### src/rtl/uart_bus_seq.sv
// Multi-cycle UART access sequencer between the MEM stage and the shared Ram1 bus.
// Optional build macro UART_TX_WAIT_EN: writes wait in WAIT_TX until tbre&&tsre before the strobe sequence.
module uart_bus_seq #(
    parameter logic [15:0] SERIAL_DATA   = 16'hBF00,
    parameter logic [15:0] SERIAL_STATUS = 16'hBF01,
    parameter int unsigned SETUP_CYC     = 1,
    parameter int unsigned PULSE_CYC     = 2,
    parameter int unsigned HOLD_CYC      = 1
) (
    input  logic        Clk,
    input  logic        Rst,
    input  logic [15:0] Addr,
    input  logic [15:0] WData,
    input  logic        MemRead,
    input  logic        MemWrite,
    output logic [15:0] RData,
    output logic        Stall,
    input  logic        data_ready,
    input  logic        tbre,
    input  logic        tsre,
    output logic        rdn,
    output logic        wrn,
    output logic        bus_oe,
    output logic [15:0] bus_dout,
    input  logic [15:0] bus_din
);

    typedef enum logic [2:0] {
        S_IDLE    = 3'd0,
        S_WAIT_TX = 3'd1,
        S_SETUP   = 3'd2,
        S_STROBE  = 3'd3,
        S_HOLD    = 3'd4,
        S_DONE    = 3'd5
    } state_t;

    localparam logic [3:0] SETUP_LD = 4'(SETUP_CYC - 1);
    localparam logic [3:0] PULSE_LD = 4'(PULSE_CYC - 1);
    localparam logic [3:0] HOLD_LD  = 4'(HOLD_CYC - 1);

    function automatic logic [15:0] status_word(input logic rx_ready, input logic tx_empty);
        return {14'd0, rx_ready, tx_empty};
    endfunction

    state_t      r_state;
    state_t      w_next_state;
    logic [3:0]  r_cnt;
    logic [3:0]  w_next_cnt;
    logic        r_is_write;
    logic        w_next_write;
    logic        r_rdn;
    logic        r_wrn;
    logic        r_bus_oe;
    logic [15:0] r_bus_dout;
    logic [15:0] r_rdata;
    logic        w_req;
    logic        w_req_write;
    logic        w_status_rd;
    logic        w_tx_ready;
    logic        w_busy;

    assign w_req       = (MemRead | MemWrite) && (Addr == SERIAL_DATA);
    assign w_req_write = MemWrite & ~MemRead;
    assign w_status_rd = MemRead && (Addr == SERIAL_STATUS);
    assign w_tx_ready  = tbre & tsre;

    // Next-state and dwell-counter logic; the counter reloads on every state entry.
    always_comb begin
        w_next_state = r_state;
        w_next_cnt   = r_cnt;
        case (r_state)
            S_IDLE: begin
                if (w_req) begin
`ifdef UART_TX_WAIT_EN
                    if (w_req_write) begin
                        w_next_state = S_WAIT_TX;
                        w_next_cnt   = 4'd0;
                    end else begin
                        w_next_state = S_SETUP;
                        w_next_cnt   = SETUP_LD;
                    end
`else
                    w_next_state = S_SETUP;
                    w_next_cnt   = SETUP_LD;
`endif
                end else begin
                    w_next_state = S_IDLE;
                    w_next_cnt   = 4'd0;
                end
            end
`ifdef UART_TX_WAIT_EN
            S_WAIT_TX: begin
                if (w_tx_ready) begin
                    w_next_state = S_SETUP;
                    w_next_cnt   = SETUP_LD;
                end else begin
                    w_next_state = S_WAIT_TX;
                    w_next_cnt   = 4'd0;
                end
            end
`endif
            S_SETUP: begin
                if (r_cnt == 4'd0) begin
                    w_next_state = S_STROBE;
                    w_next_cnt   = PULSE_LD;
                end else begin
                    w_next_cnt   = r_cnt - 4'd1;
                end
            end
            S_STROBE: begin
                if (r_cnt == 4'd0) begin
                    w_next_state = S_HOLD;
                    w_next_cnt   = HOLD_LD;
                end else begin
                    w_next_cnt   = r_cnt - 4'd1;
                end
            end
            S_HOLD: begin
                if (r_cnt == 4'd0) begin
                    w_next_state = S_DONE;
                    w_next_cnt   = 4'd0;
                end else begin
                    w_next_cnt   = r_cnt - 4'd1;
                end
            end
            S_DONE: begin
                w_next_state = S_IDLE;
                w_next_cnt   = 4'd0;
            end
            default: begin
                w_next_state = S_IDLE;
                w_next_cnt   = 4'd0;
            end
        endcase
    end

    // The operation is latched only when an access is accepted from IDLE.
    always_comb begin
        w_next_write = r_is_write;
        if ((r_state == S_IDLE) && w_req) begin
            w_next_write = w_req_write;
        end else begin
            w_next_write = r_is_write;
        end
    end

    // State, counter, strobes and data registers; strobes are decoded from the next state so they align with it.
    always_ff @(posedge Clk or posedge Rst) begin
        if (Rst) begin
            r_state    <= S_IDLE;
            r_cnt      <= 4'd0;
            r_is_write <= 1'b0;
            r_rdn      <= 1'b1;
            r_wrn      <= 1'b1;
            r_bus_oe   <= 1'b0;
            r_bus_dout <= 16'd0;
            r_rdata    <= 16'd0;
        end else begin
            r_state    <= w_next_state;
            r_cnt      <= w_next_cnt;
            r_is_write <= w_next_write;
            r_rdn      <= ~(~w_next_write && (w_next_state == S_STROBE));
            r_wrn      <= ~(w_next_write && (w_next_state == S_STROBE));
            r_bus_oe   <= w_next_write && ((w_next_state == S_SETUP) ||
                                           (w_next_state == S_STROBE) ||
                                           (w_next_state == S_HOLD));
            if ((r_state == S_IDLE) && w_req) begin
                r_bus_dout <= WData;
            end
            if ((r_state == S_STROBE) && (r_cnt == 4'd0) && !r_is_write) begin
                r_rdata <= bus_din;
            end
        end
    end

    assign w_busy = (r_state == S_SETUP) || (r_state == S_STROBE) || (r_state == S_HOLD) ||
                    (r_state == S_WAIT_TX);

    // DONE is deliberately absent so the pipeline advances on the edge that leaves it.
    always_comb begin
        Stall = 1'b0;
        if (Rst) begin
            Stall = 1'b0;
        end else begin
            Stall = ((r_state == S_IDLE) && w_req) || w_busy;
        end
    end

    // Status reads bypass the FSM; everything else returns the last captured read.
    always_comb begin
        RData = r_rdata;
        if (w_status_rd) begin
            RData = status_word(data_ready, w_tx_ready);
        end else begin
            RData = r_rdata;
        end
    end

    assign rdn      = r_rdn;
    assign wrn      = r_wrn;
    assign bus_oe   = r_bus_oe;
    assign bus_dout = r_bus_dout;

endmodule
### config.mk
export PLATFORM = sky130hd
export DESIGN_NAME = uart_bus_seq
export DESIGN_NICKNAME = d
export VERILOG_FILES = /design/src/rtl/uart_bus_seq.sv
export SDC_FILE = /design/constraint.sdc
export NUM_CORES = 1
export LEC_CHECK = 0
export BUFFER_PORTS_ARGS = -buffer_cell sky130_fd_sc_hd__buf_2
export CAP_MARGIN = 20
export CORE_MARGIN = 2
export CORE_UTILIZATION = 47
export DETAILED_ROUTE_END_ITERATION = 10
export GPL_ROUTABILITY_DRIVEN = 0
export PLACE_DENSITY = 0.8
export SETUP_SLACK_MARGIN = 0.15
export SYNTH_ARGS = -nofsm -noshare
export SYNTH_HDL_FRONTEND = slang
export SYNTH_SLANG_ARGS = --single-unit
### constraint.sdc
create_clock -name Clk -period 2.6 [get_ports Clk]
set_input_delay 0.26 -clock Clk [delete_from_list [all_inputs] [get_ports Clk]]
set_output_delay 0.26 -clock Clk [all_outputs]
set_load 0.01 [all_outputs]
==> run_results.csv, run 1 <==
group,metric,value,unit
outcome,status,"complete, no violations",
layout,postLayoutCellArea,2610,um^2
sta,worst_pin_slew,496,ps
yosys,syn_area,2010,um^2
clock_tree,tritoncts,"yes",
placed_design,placed_area,2500,um^2
layout,final_cells,294,
yosys,synth_flop_cell,"dfrtp_1",
worst_hold_path,hold_class,"input port to asynchronous set/reset pin",
clock_tree,cts_root_buf,"clkbuf_8",
floorplan,rows,23,
sta,fin_crit,2130,ps
layout,antenna_cells,0,
critical_path,worstSetupPathType,"flop to primary output",
yosys,synth_cells,148,
sta,setup_ws,466,ps
critical_path,cp.arrival,1870,ps
yosys,avgSynthCellArea,13.6,um^2
sta,setup_viol_count_final,0,
critical_path,worstSetupStartpointType,"flop",
global_routing,grt_overflow,0,
power,cellLeakagePower,0.00141,uW
yosys,ys_warn_count,0,
placed_design,dp_slack,623,ps
placed_design,dp_hpwl,2840,um
sta,relSlewSlack,0.669,
yosys,ys_seq_area_frac,0.535,
yosys,synth.ff_latch_count,43,
global_routing,antenna_found_initial,0,
layout,syn_to_final_growth,29.4,%
layout,nNetsFinal,301,
placed_design,dp.cells,287,
clock_tree,worstSkewPairLatency,280,ps
clock_tree,path_clk_slew,70,ps
clock_tree,cts_hold_buffers,0,
yosys,synth_edf_count,0,
global_routing,grt_usage,0.165,
layout,nFillCells,315,
critical_path,end_kind,"primary output",
route,ant_nets,0,
route,wirelength,3750,um
critical_path,worstPathMaxFanout,8,
global_routing,grt_start_max_net_pins,44,
route,drc,0,
power,p_per_area,484,nW/um^2
route,num_vias,1409,
yosys,ys_types,38,
critical_path,required,2340,ps
floorplan,die_w,69.5,um
yosys,synth_nets,205,
floorplan,pin_count,91,
clock_tree,clock-sinks,43,
sta,fin_skew,1.56,ps
sta,drv_slew,0,
flow_run,maxCapViolCount,0,
yosys,async_reset_ff_frac,1.00,
clock_tree,cts_buffer_depth,2,
sta,finalSetupTns,0,ps
floorplan,start_util,0.496,
layout,drive_gt1_frac,0.578,
sta,rsz0062_at_grt,"no",
clock_tree,numCtsBuffers,5,
route,first_pass_iters,6,
route,routedWlPerCell,12.8,um
power,ir_worst_vdd,0.405,mV
route,vias_per_cell,4.79,
floorplan,die_h,69.5,um
global_routing,first_global_vias,1446,
global_routing,grt_pass1_wl,6360,um
sta,period_share,0.821,
sta,max_freq,469,MHz
floorplan,core,4060,um^2
clock_tree,cts_resized,0,
floorplan,dieArea,4830,um^2
critical_path,rr_worst_depth,5,
route,dr.first_iter.drc_count,75,
placed_design,io_buffer_count,90,
sta,final-hold-violation-count,0,
clock_tree,cts_setup_buffers,0,
clock_tree,cts-htree-levels,2,
==> final timing paths <==
| path | start | end | slack [ps] |
|---|---|---|---|
| setup / recovery | r_state[0] | Stall | 470 |
| hold / removal | Rst | r_state[2] | 100 |
| setup reg to reg | r_state[0] | bus_dout[6] | 640 |
| hold reg to reg | r_rdata[14] | r_rdata[14] | 500 |
| max in group asynchronous | Rst | rdn | 2140 |
| min in group Clk | WData[2] | bus_dout[2] | 200 |
==> area by class of cell <==
cell class	instances	area [um^2]	area share
multi-input cells	94	861	0.330
inverters	6	22.5	0.00864
well taps	50	62.6	0.0240
clock inverters	1	30.0	0.0115
clock buffers	6	72.6	0.0278
flip-flops and latches	43	1080	0.414
repair buffers	94	480	0.184
==> placed cells by master, fill, tap and decap left out, types with 4 or more instances in the layout <==
cell / count
nor2b_1: 16
nor2_1: 6
clkbuf_8: 5
nand2_1: 5
buf_2: 90
inv_1: 6
buf_4: 4
mux2_2: 17
dfrtp_1: 41
mux2_4: 16
==> where the power goes <==
group / switching, uW / total (uW) / internal (uW)
logic: 42.1 / 98.8 / 56.6
registers: 5.55 / 687 / 682
clock network: 195 / 476 / 281
==> registers in the layout (all words and copies together), names as in the netlist <==
register,cells
r_cnt,4
wrn,1
r_rdata,16
bus_oe,1
bus_dout,16
rdn,1
r_state,3
r_is_write,1
==> Yosys cell counts (2+ instances only) <==
library cell | instances | area, um^2
dfrtp_1 | 41 | 1030
mux2_2 | 17 | 191
mux2_4 | 16 | 240
nor2b_1 | 16 | 100
inv_1 | 6 | 22.5
nor2_1 | 6 | 22.5
nand2_1 | 5 | 18.8
buf_6 | 4 | 45.0
a21o_1 | 3 | 22.5
xnor2_1 | 3 | 26.3
dfstp_2 | 2 | 52.6
ha_1 | 2 | 25.0
o21ai_0 | 2 | 10.0
==> per-stage QoR <==
stage,utilization,total power [uW],hold WS [ps]
2_1_floorplan,-,741,409
5_1_grt,0.643,1330,145
3_5_place_dp,0.617,801,430
4_1_cts,0.643,1280,116
6_report,0.643,1260,95.2
3_3_place_gp,0.617,799,431
==> critical path, cell delays in order (launching register included) <==
cell and delay, ps:
dfrtp_1 460, nor4_2 280, o21ai_1 120, or2_1 380, a21oi_1 200, buf_2 150
==> per-layer routing <==
metal / share of wire / track usage / vias up
met3: 0.076 / 0.0451 / 6
met1: 0.44 / 0.201 / 641
met5: 0 / 0 / -
met4: 0.0091 / 0.0741 / 0
li1: - / - / 700
met2: 0.48 / 0.275 / 62
==> cell families after synthesis <==
kind of cell | Yosys count | synth area share
flip-flops | 43 | 0.535
XOR/XNOR | 4 | 0.0174
AO/OA/AOI/OAI | 12 | 0.0435
AND/OR/NAND/NOR | 42 | 0.135
adder cells (fa/ha/maj) | 2 | 0.0124
multiplexers | 34 | 0.219
buffers and inverters | 11 | 0.0373
(Power assumes the default switching activity.)
==> run 2, diff against run 1 <==
clock period = 2 ns   (was 2.6 ns; I/O delays follow)
==> run_results.csv, run 2 (synthesis gave the netlist of run 1 again) <==
group,metric,value,unit
global_routing,antenna_found_initial,0,
sta,fin_crit,1810,ps
clock_tree,cts_hold_buffers,0,
worst_hold_path,hold_class,"input port to asynchronous set/reset pin",
sta,max_freq,553,MHz
sta,drv_slew,0,
power,p_per_area,585,nW/um^2
global_routing,grt_overflow,0,
layout,final_common_cell,"buf_2",
route,wirelength,3740,um
sta,worst_pin_slew,510,ps
sta,finalSetupTns,0,ps
critical_path,required,1800,ps
route,drc,0,
layout,multi_input_area,870,um^2
critical_path,r2r_slack,290,ps
clock_tree,cts_root_buf,"clkbuf_8",
power,ir_worst_vdd,0.408,mV
critical_path,worstPathMaxFanout,5,
route,ant_nets,0,
global_routing,first_global_vias,1444,
global_routing,grt_pass1_wl,6290,um
placed_design,io_buffer_count,90,
layout,final_cells,303,
sta,final-hold-violation-count,0,
floorplan,start_util,0.496,
critical_path,rr_worst_depth,7,
floorplan,rows,23,
floorplan,core,4060,um^2
layout,final_cell_mix,"buf_2 (90), dfrtp_1 (40), mux2_2 (17), nor2b_1 (16), mux2_4 (16)",
sta,relSlewSlack,0.660,
sta,period_share,0.904,
clock_tree,worstSkewPairLatency,300,ps
layout,nFillCells,316,
placed_design,dp_hpwl,2900,um
layout,antenna_cells,0,
layout,syn_to_final_growth,33.2,%
layout,seq_area,1080,um^2
route,routedWlPerCell,12.3,um
floorplan,dieArea,4830,um^2
clock_tree,numCtsBuffers,5,
flow_run,maxCapViolCount,0,
sta,fin_skew,3.73,ps
sta,rsz0062_at_grt,"yes",
global_routing,grt_start_max_net_pins,44,
route,first_pass_iters,2,
clock_tree,cts-htree-levels,2,
critical_path,cp.arrival,1610,ps
global_routing,grt_usage,0.165,
layout,drive_gt1_frac,0.613,
critical_path,worstSetupPathType,"flop to primary output",
clock_tree,tritoncts,"yes",
clock_tree,cts_buffer_depth,2,
critical_path,worstSetupStartpointType,"flop",
clock_tree,clock-sinks,43,
clock_tree,path_clk_slew,80,ps
layout,nNetsFinal,309,
power,cellLeakagePower,0.00144,uW
critical_path,end_kind,"primary output",
outcome,status,"complete, no violations",
placed_design,dp_slack,184,ps
route,vias_per_cell,4.78,
route,dr.first_iter.drc_count,12,
floorplan,die_h,69.5,um
placed_design,dp.cells,291,
sta,setup_ws,192,ps
floorplan,pin_count,91,
layout,finish.utilization,0.661,
floorplan,die_w,69.5,um
sta,setup_viol_count_final,0,
route,num_vias,1447,
run 2: cell count changes in the layout (fill, tap and decap cells not counted), sizes merged:
cell      change
buf           +8
bufinv        -1
clkbuf        -1
clkinvlp      +2
inv           +1
run 2: report_power, final:
group          switching [uW]  internal [uW]
logic                    56.2           75.2
clock network             296            249
registers                7.55            885
run 2: final timing paths:
| check | from | endpoint |
|---|---|---|
| worst max-delay path | r_state[0] | Stall |
| worst min-delay path | Rst | bus_dout[1] |
| worst max register to register | r_cnt[0] | bus_oe |
| worst min register to register | r_cnt[0] | r_cnt[0] |
| max in group asynchronous | Rst | r_state[1] |
| min in group Clk | WData[11] | bus_dout[11] |
run 2: what timing repair did:
| item | 4_1_cts | 5_1_grt |
|---|---|---|
| pin swaps | 0 | 1 |
| setup endpoints to repair | 1 | 27 |
| endpoints found under the hold margin | 0 | 0 |
| gates resized for setup | 3 | 2 |
| setup buffers | 2 | 2 |
run 2: metal layers:
layer  up-vias  share of wire  track usage
met3         6          0.079       0.0610
met1       660           0.42        0.185
met5         -              0            0
met4         0          0.012       0.0479
li1        723              -            -
met2        58           0.49        0.292
run 2: through the flow:
| stage | hold slack (ps) | total power [uW] | area [um^2] |
|---|---|---|---|
| 5_1_grt | 100 | 1650 | 2680 |
| 3_5_place_dp | 371 | 1040 | 2550 |
| 3_3_place_gp | 366 | 1040 | 2550 |
| 2_1_floorplan | 349 | 964 | 2010 |
| 4_1_cts | 54.3 | 1590 | 2660 |
| 6_report | 33.6 | 1570 | 2680 |
run 2: area by class of cell:
| cell class | count | area share |
|---|---|---|
| Timing Repair Buffer | 102 | 0.207 |
| Clock buffer | 5 | 0.0256 |
| Inverter | 6 | 0.00839 |
| Tap cell | 50 | 0.0233 |
| Multi-Input combinational cell | 94 | 0.324 |
| Sequential cell | 43 | 0.402 |
| Clock inverter | 3 | 0.00886 |
run 2: worst max-delay path, stage by stage, from the launching register on:
cell and delay [ps]:
dfrtp_1 390, nor4_2 250, o21ai_1 110, or2_4 270, a21oi_2 140, buf_2 150
